### config.mk
export PLATFORM = sky130hd
export DESIGN_NAME = pll_sequencer
export DESIGN_NICKNAME = d
export VERILOG_FILES = /design/src/rtl/pll_sequencer.sv
export SDC_FILE = /design/constraint.sdc
export NUM_CORES = 1
export LEC_CHECK = 0
export ABC_CLOCK_PERIOD_IN_PS = 2200
export CAP_MARGIN = 40
export CORE_MARGIN = 2
export CORE_UTILIZATION = 50
export DETAILED_ROUTE_END_ITERATION = 10
export PLACE_DENSITY = 0.74
export SLEW_MARGIN = 20
export SYNTH_ARGS = -nofsm -noshare
export SYNTH_HDL_FRONTEND = slang
export SYNTH_SLANG_ARGS = --single-unit
### constraint.sdc
create_clock -name clk -period 2.2 [get_ports clk]
set_input_delay 0.44 -clock clk [delete_from_list [all_inputs] [get_ports clk]]
set_output_delay 0.44 -clock clk [all_outputs]
set_load 0.05 [all_outputs]
### src/rtl/pll_sequencer.sv
// PLL power-up sequencer: reset hold, lock wait with retries, stability
// qualification, run monitoring and a terminal bypass fallback.
module pll_sequencer #(
    parameter int RESET_CYCLES = 16,
    parameter int LOCK_TIMEOUT = 4800,
    parameter int LOCK_STABLE  = 64,
    parameter int MAX_RETRIES  = 3
) (
    input  logic       clk,
    input  logic       rst,
    input  logic       lock_in,
    input  logic       restart,
    output logic       pll_resetb,
    output logic       pll_bypass,
    output logic       sys_rst,
    output logic       ready,
    output logic       fault,
    output logic [1:0] retry_count,
    output logic [2:0] state
);

    typedef enum logic [2:0] {
        RESET_HOLD = 3'd0,
        WAIT_LOCK  = 3'd1,
        STABLE     = 3'd2,
        RUN        = 3'd3,
        BYPASS     = 3'd4
    } state_t;

    localparam logic [15:0] RC_LAST = 16'(RESET_CYCLES - 1);
    localparam logic [15:0] LT_LAST = 16'(LOCK_TIMEOUT - 1);
    localparam logic [15:0] LS_LAST = 16'(LOCK_STABLE - 1);
    localparam logic [1:0]  MR      = 2'(MAX_RETRIES);

    state_t      state_q, state_d;
    logic [15:0] cnt_q, cnt_d;
    logic [1:0]  retry_d;
    logic        fault_d;
    logic        resetb_d, bypass_d, sys_rst_d, ready_d;
    logic        lock_q1, lock_s;

    assign state = state_q;

    always_comb begin
        state_d = state_q;
        cnt_d   = cnt_q + 16'd1;
        retry_d = retry_count;
        fault_d = fault;
        if (restart) begin
            state_d = RESET_HOLD;
            retry_d = 2'd0;
            fault_d = 1'b0;
        end else begin
            unique case (state_q)
                RESET_HOLD: begin
                    if (cnt_q == RC_LAST)
                        state_d = WAIT_LOCK;
                end
                WAIT_LOCK: begin
                    if (lock_s) begin
                        state_d = STABLE;
                    end else if (cnt_q == LT_LAST) begin
                        if (retry_count == MR) begin
                            state_d = BYPASS;
                            fault_d = 1'b1;
                        end else begin
                            state_d = RESET_HOLD;
                            retry_d = retry_count + 2'd1;
                        end
                    end
                end
                STABLE: begin
                    if (!lock_s) begin
                        state_d = WAIT_LOCK;
                    end else if (cnt_q == LS_LAST) begin
                        state_d = RUN;
                        retry_d = 2'd0;
                    end
                end
                RUN: begin
                    if (!lock_s) begin
                        state_d = RESET_HOLD;
                        fault_d = 1'b1;
                    end
                end
                BYPASS: begin
                    state_d = BYPASS;
                end
                default: state_d = RESET_HOLD;
            endcase
        end
        if (restart || state_d != state_q)
            cnt_d = 16'd0;
    end

    // Outputs decode the next state so they change on the transition edge
    always_comb begin
        resetb_d  = 1'b0;
        bypass_d  = 1'b0;
        sys_rst_d = 1'b1;
        ready_d   = 1'b0;
        unique case (state_d)
            WAIT_LOCK, STABLE: begin
                resetb_d = 1'b1;
            end
            RUN: begin
                resetb_d  = 1'b1;
                sys_rst_d = 1'b0;
                ready_d   = 1'b1;
            end
            BYPASS: begin
                bypass_d  = 1'b1;
                sys_rst_d = 1'b0;
                ready_d   = 1'b1;
            end
            default: begin
                resetb_d = 1'b0;
            end
        endcase
    end

    always_ff @(posedge clk or posedge rst) begin
        if (rst) begin
            lock_q1     <= 1'b0;
            lock_s      <= 1'b0;
            state_q     <= RESET_HOLD;
            cnt_q       <= 16'd0;
            retry_count <= 2'd0;
            fault       <= 1'b0;
            pll_resetb  <= 1'b0;
            pll_bypass  <= 1'b0;
            sys_rst     <= 1'b1;
            ready       <= 1'b0;
        end else begin
            lock_q1     <= lock_in;
            lock_s      <= lock_q1;
            state_q     <= state_d;
            cnt_q       <= cnt_d;
            retry_count <= retry_d;
            fault       <= fault_d;
            pll_resetb  <= resetb_d;
            pll_bypass  <= bypass_d;
            sys_rst     <= sys_rst_d;
            ready       <= ready_d;
        end
    end

endmodule
After elaboration in Yosys (flattened, before gate mapping)
Index checks and enable logic that the tools add are counted.

Bits in registers: 28. Bits of input ports: 4. Output and inout port bits: 10. Word-level logic and storage cells: 67.

Add/sub/neg operators: 2. Equality and inequality tests: 20. Multiplexer cells: 27. Reductions and logical operators: 8.

Operators with widths (count): $mux 3 (8); $ne 3x3->1 const B (7); $add 16x1->16 const B (1); $eq 16x13->1 const B (1); $eq 16x4->1 const B (1); $eq 16x6->1 const B (1); $mux 16 (1); $pmux 3 s5 (1); $eq 3x2->1 const B (4); $mux 2 (6); $mux 1 (9); $eq 3x1->1 const B (2); $eq 3x3->1 const B (2); $reduce_and 6->1 (1); $reduce_bool 3->1 (2); $reduce_and 5->1 (1); $pmux 2 s2 (1); $logic_not 3->1 (1); $ne 3x3->1 (1); $reduce_or 3->1 (1); $add 2x1->2 const B (1); $eq 2x2->1 const B (1); $pmux 1 s2 (1); $reduce_or 2->1 (1); $logic_or 1x1->1 (1).

Longest topological paths before layout
Gate-level depths: netlist of the first run.

Depth in word-level cells: 9. Mapped depth: 7.

Least setup slack after synthesis of the first run
OpenSTA, ideal clock, no wires.

Path type: register to register. Start: reg cnt_q[14]. End: reg retry_count[0]. Arrival: 1.953 ns. Required time: 2.075 ns. Setup slack: 0.123 ns. Cell stages (with the launch flop): 6. Buffers on the path: 0. Period minus slack after synthesis: 2.077 ns. Path through: dfrtp_1 -> or4_4 -> or2_2 -> nor4_1 -> a211o_2 -> mux2_2.

Word-level cells in the longest chain between the ends: 3. Elaborated cells on any way between the ends: 5.

RTL lines: start: declaration (RTL line 36) `logic [15:0] cnt_q, cnt_d;`; start signal: assignment (RTL line 138) `cnt_q <= cnt_d;`; $eq 16x6->1 or $eq 16x13->1 (tied branches) (RTL line 75, 62); $ne 3x3->1 (no line); $reduce_and 6->1 (no line) *; end signal: assignment (RTL line 139) `retry_count <= retry_d;`; end: declaration (RTL line 18) `output logic [1:0] retry_count,`.

Mark *: on every way between the ends. The rest lies on a longest branch, timed or not. A chain may end at the register's enable or synchronous reset.

Final worst setup path of the first run
Start: reg cnt_q[14]. End: reg retry_count[1].

The elaborated chain is that of the path after synthesis.

==> flow_summary.json, run 1 <==
{
  "status": "finished, final reports clean",
  "ant_nets": 0,
  "drt_iter0_drc": 30,
  "grt_max_degree": 29,
  "crit_family": "simple AND/OR/NAND/NOR gates",
  "avgSynthCellArea_um2": 10.13,
  "post-route-min-period_ns": 2.174,
  "yosysTopAreaCell": "dfrtp_1",
  "required_ns": 2.43,
  "ys_types": 42,
  "tritoncts": "built",
  "max-vdd-ir-drop_mv": 0.4947,
  "period_share_pct": 98.83,
  "synth_area_mm2": 0.001479,
  "antenna_found_initial": 0,
  "power_density_mw_per_mm2": 505.3,
  "gp_congestion": 0.8984,
  "cp.arrival_ns": 2.41,
  "grt-ovfl-total": 0,
  "cts_max_level": 1,
  "clk_latency_ns": 0.33,
  "synth_area_leaders": "dfrtp_1, xnor2_1, nor3_1",
  "ys_warn_count": 0,
  "hold_violations": 0,
  "path_clk_slew_ns": 0.15,
  "setup_tns_ns": 0,
  "grt_util_all_layers_pct": 20.81,
  "slew_headroom_pct": 65.55,
  "p_leak_nw": 0.8120,
  "num_vias": 1222,
  "wl_per_cell_um": 15.29,
  "place_hpwl_um": 2207,
  "die-area_mm2": 0.003409,
  "port_buffers": 13,
  "synth-seq-cells": 28,
  "numCtsBuffers": 3,
  "slowest_stage": "or4_4",
  "synth_top_area_share_pct": 45.69,
  "path_cells": "or4_4, or2_2, nor4_1, a211o_2, mux2_2",
  "postLayoutCellArea_mm2": 0.001790,
  "crit_path_max_incr_delay_ns": 0.58,
  "seq_area_frac_synth_pct": 47.46,
  "area_growth_pct": 21.07,
  "start_kind": "flip-flop",
  "netlist_top_cells_count": "dfrtp_1, nor2_1, nor3_1",
  "place_area_mm2": 0.001723,
  "clock-sinks": 28,
  "grt_pass1_vias": 1207,
  "synth-main-ff-cell": "dfrtp_1",
  "grt_pass1_wl_um": 5492,
  "synth_edf_count": 0,
  "max_freq_ghz": 0.4599,
  "crit_type": "flip-flop to flip-flop",
  "cts_max_path_buffers": 2,
  "drive_above_1_share_pct": 19.77,
  "cts_hold_buf": 0,
  "fp.dieH_um": 58.39,
  "power.total_w": 0.0009047,
  "drv_cap": 0,
  "placementRows": 19,
  "root_buffer": "clkbuf_4",
  "hp-class": "flip-flop to flip-flop",
  "report.final.slew_viol_count": 0,
  "ioPinCount": 14,
  "postSynthCellCount": 146,
  "wl_um": 3103,
  "end_kind": "flip-flop",
  "fin_util_pct": 64.37,
  "cp_max_fo": 4,
  "initial_core_util_pct": 53.17,
  "syn_nets": 152,
  "synthMostInstantiatedCell": "dfrtp_1",
  "setup_viol": 0,
  "core_area_mm2": 0.002781,
  "setup_ws_ns": 0.02569,
  "drc_errors": 0,
  "skew_ns": 0.006434,
  "die_width_um": 58.39,
  "async_flop_share_pct": 100.0,
  "drt_pre_antenna_iters": 4,
  "timing.critical_path.buf_inv": 0,
  "antenna_cells": 0,
  "pre_cts_slack_ns": 0.03847,
  "worstMarginPinSlew_ns": 0.5151,
  "fin_nets": 179,
  "drt-vias-per-instance": 6.020
}
cells in the final DEF (no fill, tap or decap), types with 5 or more instances in the layout:
| master | count |
|---|---|
| dfrtp_1 | 27 |
| nor2_1 | 16 |
| buf_4 | 13 |
| nor3_1 | 12 |
| clkdlybuf4s50_1 | 10 |
| xnor2_1 | 9 |
| nand3_1 | 8 |
| inv_1 | 7 |
| nand2_1 | 7 |
| nand4_1 | 5 |
| xor2_1 | 5 |
worst reg2reg max path, cell delays in order (launching register included):
cell	delay (ns)
dfrtp_1	0.43
or4_4	0.58
or2_2	0.31
nor4_1	0.26
a211o_2	0.16
mux2_2	0.32
final timing paths:
| path | start | slack [ns] | to | cells after the start |
|---|---|---|---|---|
| setup / recovery | cnt_q[14] | 0.03 | retry_count[1] | 5 |
| hold / removal | lock_q1 | 0.37 | lock_s | 0 |
| setup reg to reg | cnt_q[14] | 0.03 | retry_count[1] | 5 |
| hold reg to reg | lock_q1 | 0.37 | lock_s | 0 |
| max in group asynchronous | rst | 1.46 | sys_rst | 3 |
| min in group asynchronous | rst | 0.44 | cnt_q[15] | 3 |
power breakdown:
| part | switching [W] | internal, W | leakage, nW |
|---|---|---|---|
| combinational | 0.0000634 | 0.0000442 | 0.413 |
| clock | 0.000152 | 0.000101 | 0.0210 |
| sequential | 0.0000150 | 0.000529 | 0.378 |
metrics by stage:
step                      cells  hold slack (ns)
after global placement      197           0.3364
after global routing        203           0.3906
final                       203           0.3714
after CTS                   201           0.3745
after detailed placement    197           0.3420
after floorplan             146           0.3312
metal layers:
layer,track usage [%],vias to the layer above,routed length [um],part of all wire (%)
met2,33.55,32,1500,48
met5,0,-,0,0
li1,-,581,-,-
met3,2.857,4,102,3.3
met1,29.17,605,1462,47
met4,6.645,0,38,1.2
logic make-up (layout without fill, tap and decap cells):
logic type | Yosys count | in the layout | synth area share [%]
compound gates | 19 | 19 | 11.08
xor+xnor | 14 | 14 | 8.291
fa+ha+maj | 2 | 2 | 1.692
buf+inv | 12 | 38 | 3.638
flops | 28 | 28 | 47.46
mux | 2 | 2 | 1.523
simple gates | 69 | 69 | 26.31
timing repair:
item | CTS | global route
gates resized for setup | 1 | 4
cloned | 0 | 0
pin swaps | 0 | 1
endpoints found under the setup margin | 1 | 24
setup buffers | 0 | 2
state kept, by name, indices dropped and copies added (netlist names):
name         count
cnt_q           16
state            3
retry_count      2
fault            1
lock_q1          1
lock_s           1
pll_bypass       1
pll_resetb       1
ready            1
sys_rst          1
cell type report:
type	instances	area [um^2]
Fill cell	216	991.0
Multi-Input combinational cell	106	735.7
Sequential cell	28	701.9
Timing Repair Buffer	27	251.5
Tap cell	31	38.79
Clock buffer	4	36.28
Inverter	7	26.28
Note: power is estimated with default switching activity, not from simulation.
==> inputs of run 2 (changes only) <==
--- a/config.mk
+++ b/config.mk
@@ -11,6 +11,7 @@
 export CORE_UTILIZATION = 50
 export DETAILED_ROUTE_END_ITERATION = 10
 export PLACE_DENSITY = 0.74
+export SKIP_LAST_GASP = 1
 export SLEW_MARGIN = 20
 export SYNTH_ARGS = -nofsm -noshare
 export SYNTH_HDL_FRONTEND = slang
==> constraint.sdc (replaced) <==
create_clock -name clk -period 2.2 [get_ports clk]
set_input_delay 0.66 -clock clk [delete_from_list [all_inputs] [get_ports clk]]
set_output_delay 0.66 -clock clk [all_outputs]
set_load 0.05 [all_outputs]
==> run 2 against run 1 <==
Net effect:
- utilization fell by 3.0 points
- largest cell class unchanged
- clock power fell by 12%
- worst hold slack improved by 0.00079 ns
- sequential share of layout area rose by 1.9 points
- die area did not move
- critical path depth fell by 4
- sequential cell count did not move
- routed wire length fell by 7.3%
- global-route usage fell by 1.4 points
- first-iteration DRC count rose by 37%
- cell count fell by 3.4%
- design area fell by 4.7%
==> flow_summary.json, run 2 (synthesis gave the netlist of run 1 again) <==
{
  "status": "finished, final reports clean",
  "port_buffers": 13,
  "rr_startpoint": "cnt_q[14]",
  "wl_per_cell_um": 14.67,
  "p_leak_nw": 0.7522,
  "multi_input_area_um2": 729.5,
  "hp-class": "flip-flop to flip-flop",
  "core_area_mm2": 0.002781,
  "crit_type": "flip-flop to output pin",
  "path_clk_slew_ns": 0.15,
  "report.final.slew_viol_count": 0,
  "max-vdd-ir-drop_mv": 0.4836,
  "slowest_stage": "clkdlybuf4s50_1",
  "fp.dieH_um": 58.39,
  "fillCellCount": 237,
  "r2r_slack_ns": 0.08,
  "final-seq-area_um2": 701.9,
  "slew_headroom_pct": 66.86,
  "drt_iter0_drc": 41,
  "worstMarginPinSlew_ns": 0.4907,
  "gp_congestion": 0.9233,
  "path_cells": "clkdlybuf4s50_1",
  "setup_viol": 0,
  "ioPinCount": 14,
  "timing.rr.end": "retry_count[0]",
  "cts_max_level": 1,
  "tritoncts": "built",
  "die_width_um": 58.39,
  "crit_path_max_incr_delay_ns": 0.79,
  "place_hpwl_um": 2101,
  "clk_latency_ns": 0.33,
  "clock-sinks": 28,
  "final_common_cell": "dfrtp_1",
  "grt_max_degree": 29,
  "post-route-min-period_ns": 2.133,
  "grt-ovfl-total": 0,
  "ant_nets": 0,
  "cts_hold_buf": 0,
  "cp_num_cells": 1,
  "power_density_mw_per_mm2": 508.1,
  "fin_util_pct": 61.36,
  "pre_cts_slack_ns": 0.05429,
  "hp-start": "lock_q1",
  "wl_um": 2875,
  "fin_nets": 172,
  "root_buffer": "clkbuf_4",
  "antenna_cells": 0,
  "crit_family": "buffers and inverters",
  "num_vias": 1179,
  "whs_endpoint": "lock_s",
  "period_share_pct": 96.97,
  "end_kind": "output pin",
  "timing.critical_path.buf_inv": 1,
  "grt_util_all_layers_pct": 19.39,
  "drt_pre_antenna_iters": 6,
  "min_path_cells": 0,
  "regMostFlops": "cnt_q",
  "area_growth_pct": 15.40,
  "placementRows": 19,
  "drt-vias-per-instance": 6.015,
  "cp_max_fo": 1,
  "die-area_mm2": 0.003409,
  "final_cell_mix": "dfrtp_1, nor2_1, nor3_1",
  "ff2ff_path_depth": 5,
  "cp.arrival_ns": 1.47,
  "required_ns": 1.54,
  "setup_ws_ns": 0.06666,
  "cts_setup_buffers": 0,
  "cts_max_path_buffers": 2,
  "skew_ns": 0.002088,
  "grt_pass1_wl_um": 5126,
  "hold_violations": 0,
  "grt_pass1_vias": 1196,
  "drv_cap": 0,
  "start_kind": "flip-flop",
  "drc_errors": 0,
  "power.total_w": 0.0008671,
  "largest_register_ffs": 16,
  "numCtsBuffers": 3,
  "drive_above_1_share_pct": 18.18,
  "initial_core_util_pct": 53.17,
  "antenna_found_initial": 0,
  "max_freq_ghz": 0.4687
}
-- run 2: worst max-delay path by stage --
stage	start	to	slack, ns
2_1_floorplan	cnt_q[14]	retry_count[0]	0.12
3_3_place_gp	cnt_q[14]	retry_count[1]	0.07
3_5_place_dp	cnt_q[14]	retry_count[1]	0.05
4_1_cts	fault	fault	0.02
5_1_grt	cnt_q[14]	retry_count[0]	-0.03
6_report	pll_bypass	pll_bypass	0.07
-- run 2: metrics by stage --
stage               hold WS, ns  setup TNS (ns)  cells  area, um^2
finish                   0.3722               0    196        1707
global route             0.3832        -0.04506    196        1707
CTS                      0.3788               0    196        1698
detailed placement       0.3457               0    192        1673
global placement         0.3364               0    192        1673
floorplan                0.3312               0    146        1479
-- run 2: layout make-up --
type / instances / share of cell area (%)
multi-input cells: 106 / 42.74
flip-flops and latches: 28 / 41.13
repair buffers: 20 / 10.78
well taps: 31 / 2.273
clock buffers: 4 / 1.540
inverters: 7 / 1.540
-- run 2: power breakdown --
part	switching (W)	internal, W
Sequential	0.0000138	0.000529
Combinational	0.0000627	0.0000397
Clock	0.000151	0.0000712
Total	0.000227	0.000640
-- run 2: timing repair --
item / in CTS / in global routing
pin swaps: 0 / 3
gates cloned: 0 / 0
resized for setup: 1 / 2
endpoints found under the hold margin: 0 / 0
endpoints found under the setup margin: 1 / 16
-- run 2: per-layer routing --
metal  up-vias  global-route usage [%]  wire length [um]
li1        565                       -                 -
met1       579                   27.51              1348
met2        30                   29.37              1380
met3         5                   2.198               110
met4         0                   9.967                36
met5         -                       0                 0
==> inputs of run 3 (changes only) <==
--- a/config.mk
+++ b/config.mk
@@ -10,6 +10,7 @@
 export CORE_MARGIN = 2
 export CORE_UTILIZATION = 50
 export DETAILED_ROUTE_END_ITERATION = 10
+export MAX_ROUTING_LAYER = met4
 export PLACE_DENSITY = 0.74
 export SKIP_LAST_GASP = 1
 export SLEW_MARGIN = 20
==> run 3 against run 2 <==
Net effect:
- cell count did not move
- clock power about the same
- register-to-register slack about the same
- critical endpoint unchanged
- largest power group unchanged
==> flow_summary.json, run 3 (synthesis gave the netlist of run 1 again) <==
{
  "place_area_mm2": 0.001673,
  "cts_max_level": 1,
  "max_freq_ghz": 0.4682,
  "start_kind": "flip-flop",
  "wl_um": 2858,
  "antenna_cells": 0,
  "regMostFlops": "cnt_q",
  "crit_path_max_incr_delay_ns": 0.79,
  "placementRows": 19,
  "grt_pass1_wl_um": 5126,
  "slew_headroom_pct": 66.77,
  "p_comb_share_pct": 11.8,
  "hold_violations": 0,
  "num_vias": 1179,
  "grt_util_all_layers_pct": 19.98,
  "clock-sinks": 28,
  "status": "finished, final reports clean",
  "placedCellCount": 192,
  "clk_latency_ns": 0.33,
  "postLayoutCellArea_mm2": 0.001707,
  "seqPwrFrac_pct": 62.6,
  "area_growth_pct": 15.40,
  "port_buffers": 13,
  "p_clk_share_pct": 25.6,
  "grt-ovfl-total": 0,
  "worstMarginPinSlew_ns": 0.4920,
  "path_cells": "clkdlybuf4s50_1",
  "end_kind": "output pin",
  "gp_congestion": 0.9395,
  "cp_max_fo": 1,
  "p_int_w": 0.0006397,
  "post-route-min-period_ns": 2.136,
  "cts_hold_buf": 0,
  "power_switching_w": 0.0002273,
  "core_area_mm2": 0.002781,
  "ant_nets": 0,
  "slowest_stage": "clkdlybuf4s50_1",
  "drt_pre_antenna_iters": 4,
  "drive_above_1_share_pct": 18.18,
  "wl_per_cell_um": 14.58,
  "max-vdd-ir-drop_mv": 0.4837,
  "crit_family": "buffers and inverters",
  "die-area_mm2": 0.003409,
  "skew_ns": 0.003608,
  "report.final.slew_viol_count": 0,
  "drc_errors": 0,
  "initial_core_util_pct": 53.17,
  "cts_max_path_buffers": 2,
  "grt_pass1_vias": 1197,
  "crit_type": "flip-flop to output pin",
  "drt_iter0_drc": 40,
  "power.total_w": 0.0008671,
  "cts_setup_buffers": 0,
  "die_width_um": 58.39,
  "fin_nets": 172,
  "path_clk_slew_ns": 0.15,
  "numCtsBuffers": 3,
  "drt-vias-per-instance": 6.015,
  "switching_share_pct": 26.22,
  "fp.dieH_um": 58.39,
  "largest_register_ffs": 16,
  "antenna_found_initial": 0,
  "final_common_cell": "dfrtp_1",
  "tritoncts": "built",
  "final_cell_mix": "dfrtp_1, nor2_1, nor3_1",
  "period_share_pct": 97.08,
  "required_ns": 1.54,
  "grt_max_degree": 29,
  "setup_viol": 0,
  "power_density_mw_per_mm2": 508.0,
  "root_buffer": "clkbuf_4",
  "fin_cells": 196,
  "p_leak_nw": 0.7522,
  "place_hpwl_um": 2101,
  "drv_cap": 0,
  "ioPinCount": 14,
  "hp-class": "flip-flop to flip-flop",
  "cp.arrival_ns": 1.48,
  "r2r_slack_ns": 0.08,
  "timing.critical_path.buf_inv": 1
}
==> run 3: cell counts in the layout (fill, tap and decap cells not counted) <==
No cell type changed its count.
==> run 3: repair_timing <==
item | in CTS | in global routing
pin swaps | 0 | 3
resized for setup | 1 | 2
setup endpoints to repair | 1 | 16
==> run 3: power groups by stage <==
stage	registers (W)	logic (W)	clock network [W]
after global routing	0.000545	0.000113	0.000247
after global placement	0.000551	0.000104	0
final	0.000543	0.000103	0.000222
after floorplan	0.000576	0.0000457	0
after CTS	0.000543	0.000104	0.000230
after detailed placement	0.000553	0.000107	0
==> run 3: metal layers <==
layer	track usage [%]	vias up	part of all wire, %
met2	29.37	30	47
met3	2.198	9	4.1
li1	-	566	-
met4	9.967	0	2.2
met1	27.51	574	47
met5	-	-	0
==> run 3: cell type report <==
class,instances,area (um^2)
Multi-Input combinational cell,106,729.5
Clock buffer,4,26.28
Inverter,7,26.28
Tap cell,31,38.79
Fill cell,237,1075
Timing Repair Buffer,20,183.9
Sequential cell,28,701.9
==> run 3: worst paths after layout <==
path / start / endpoint / depth (start not counted)
setup / recovery: pll_bypass / pll_bypass / 1
hold / removal: lock_q1 / lock_s / 0
setup reg to reg: cnt_q[14] / retry_count[0] / 5
hold reg to reg: lock_q1 / lock_s / 0
max in group asynchronous: rst / sys_rst / 3
min in group asynchronous: rst / lock_s / 3
==> run 3: through the flow <==
stage                     worst slack, ns  setup TNS [ns]  hold WS, ns  utilization, %
after global routing             -0.02825        -0.04506       0.3832           61.36
after floorplan                    0.1227               0       0.3312               -
after global placement            0.07229               0       0.3364           60.14
final                             0.06421               0       0.3722           61.36
after CTS                         0.01980               0       0.3788           61.04
after detailed placement          0.05429               0       0.3457           60.14
==> run 3: worst register-to-register path, cell delays in order, from the launching register on <==
cell and delay [ns]:
dfrtp_1 0.43, or4_4 0.56, or2_2 0.32, nor4_2 0.24, a211o_2 0.15, mux2_2 0.33
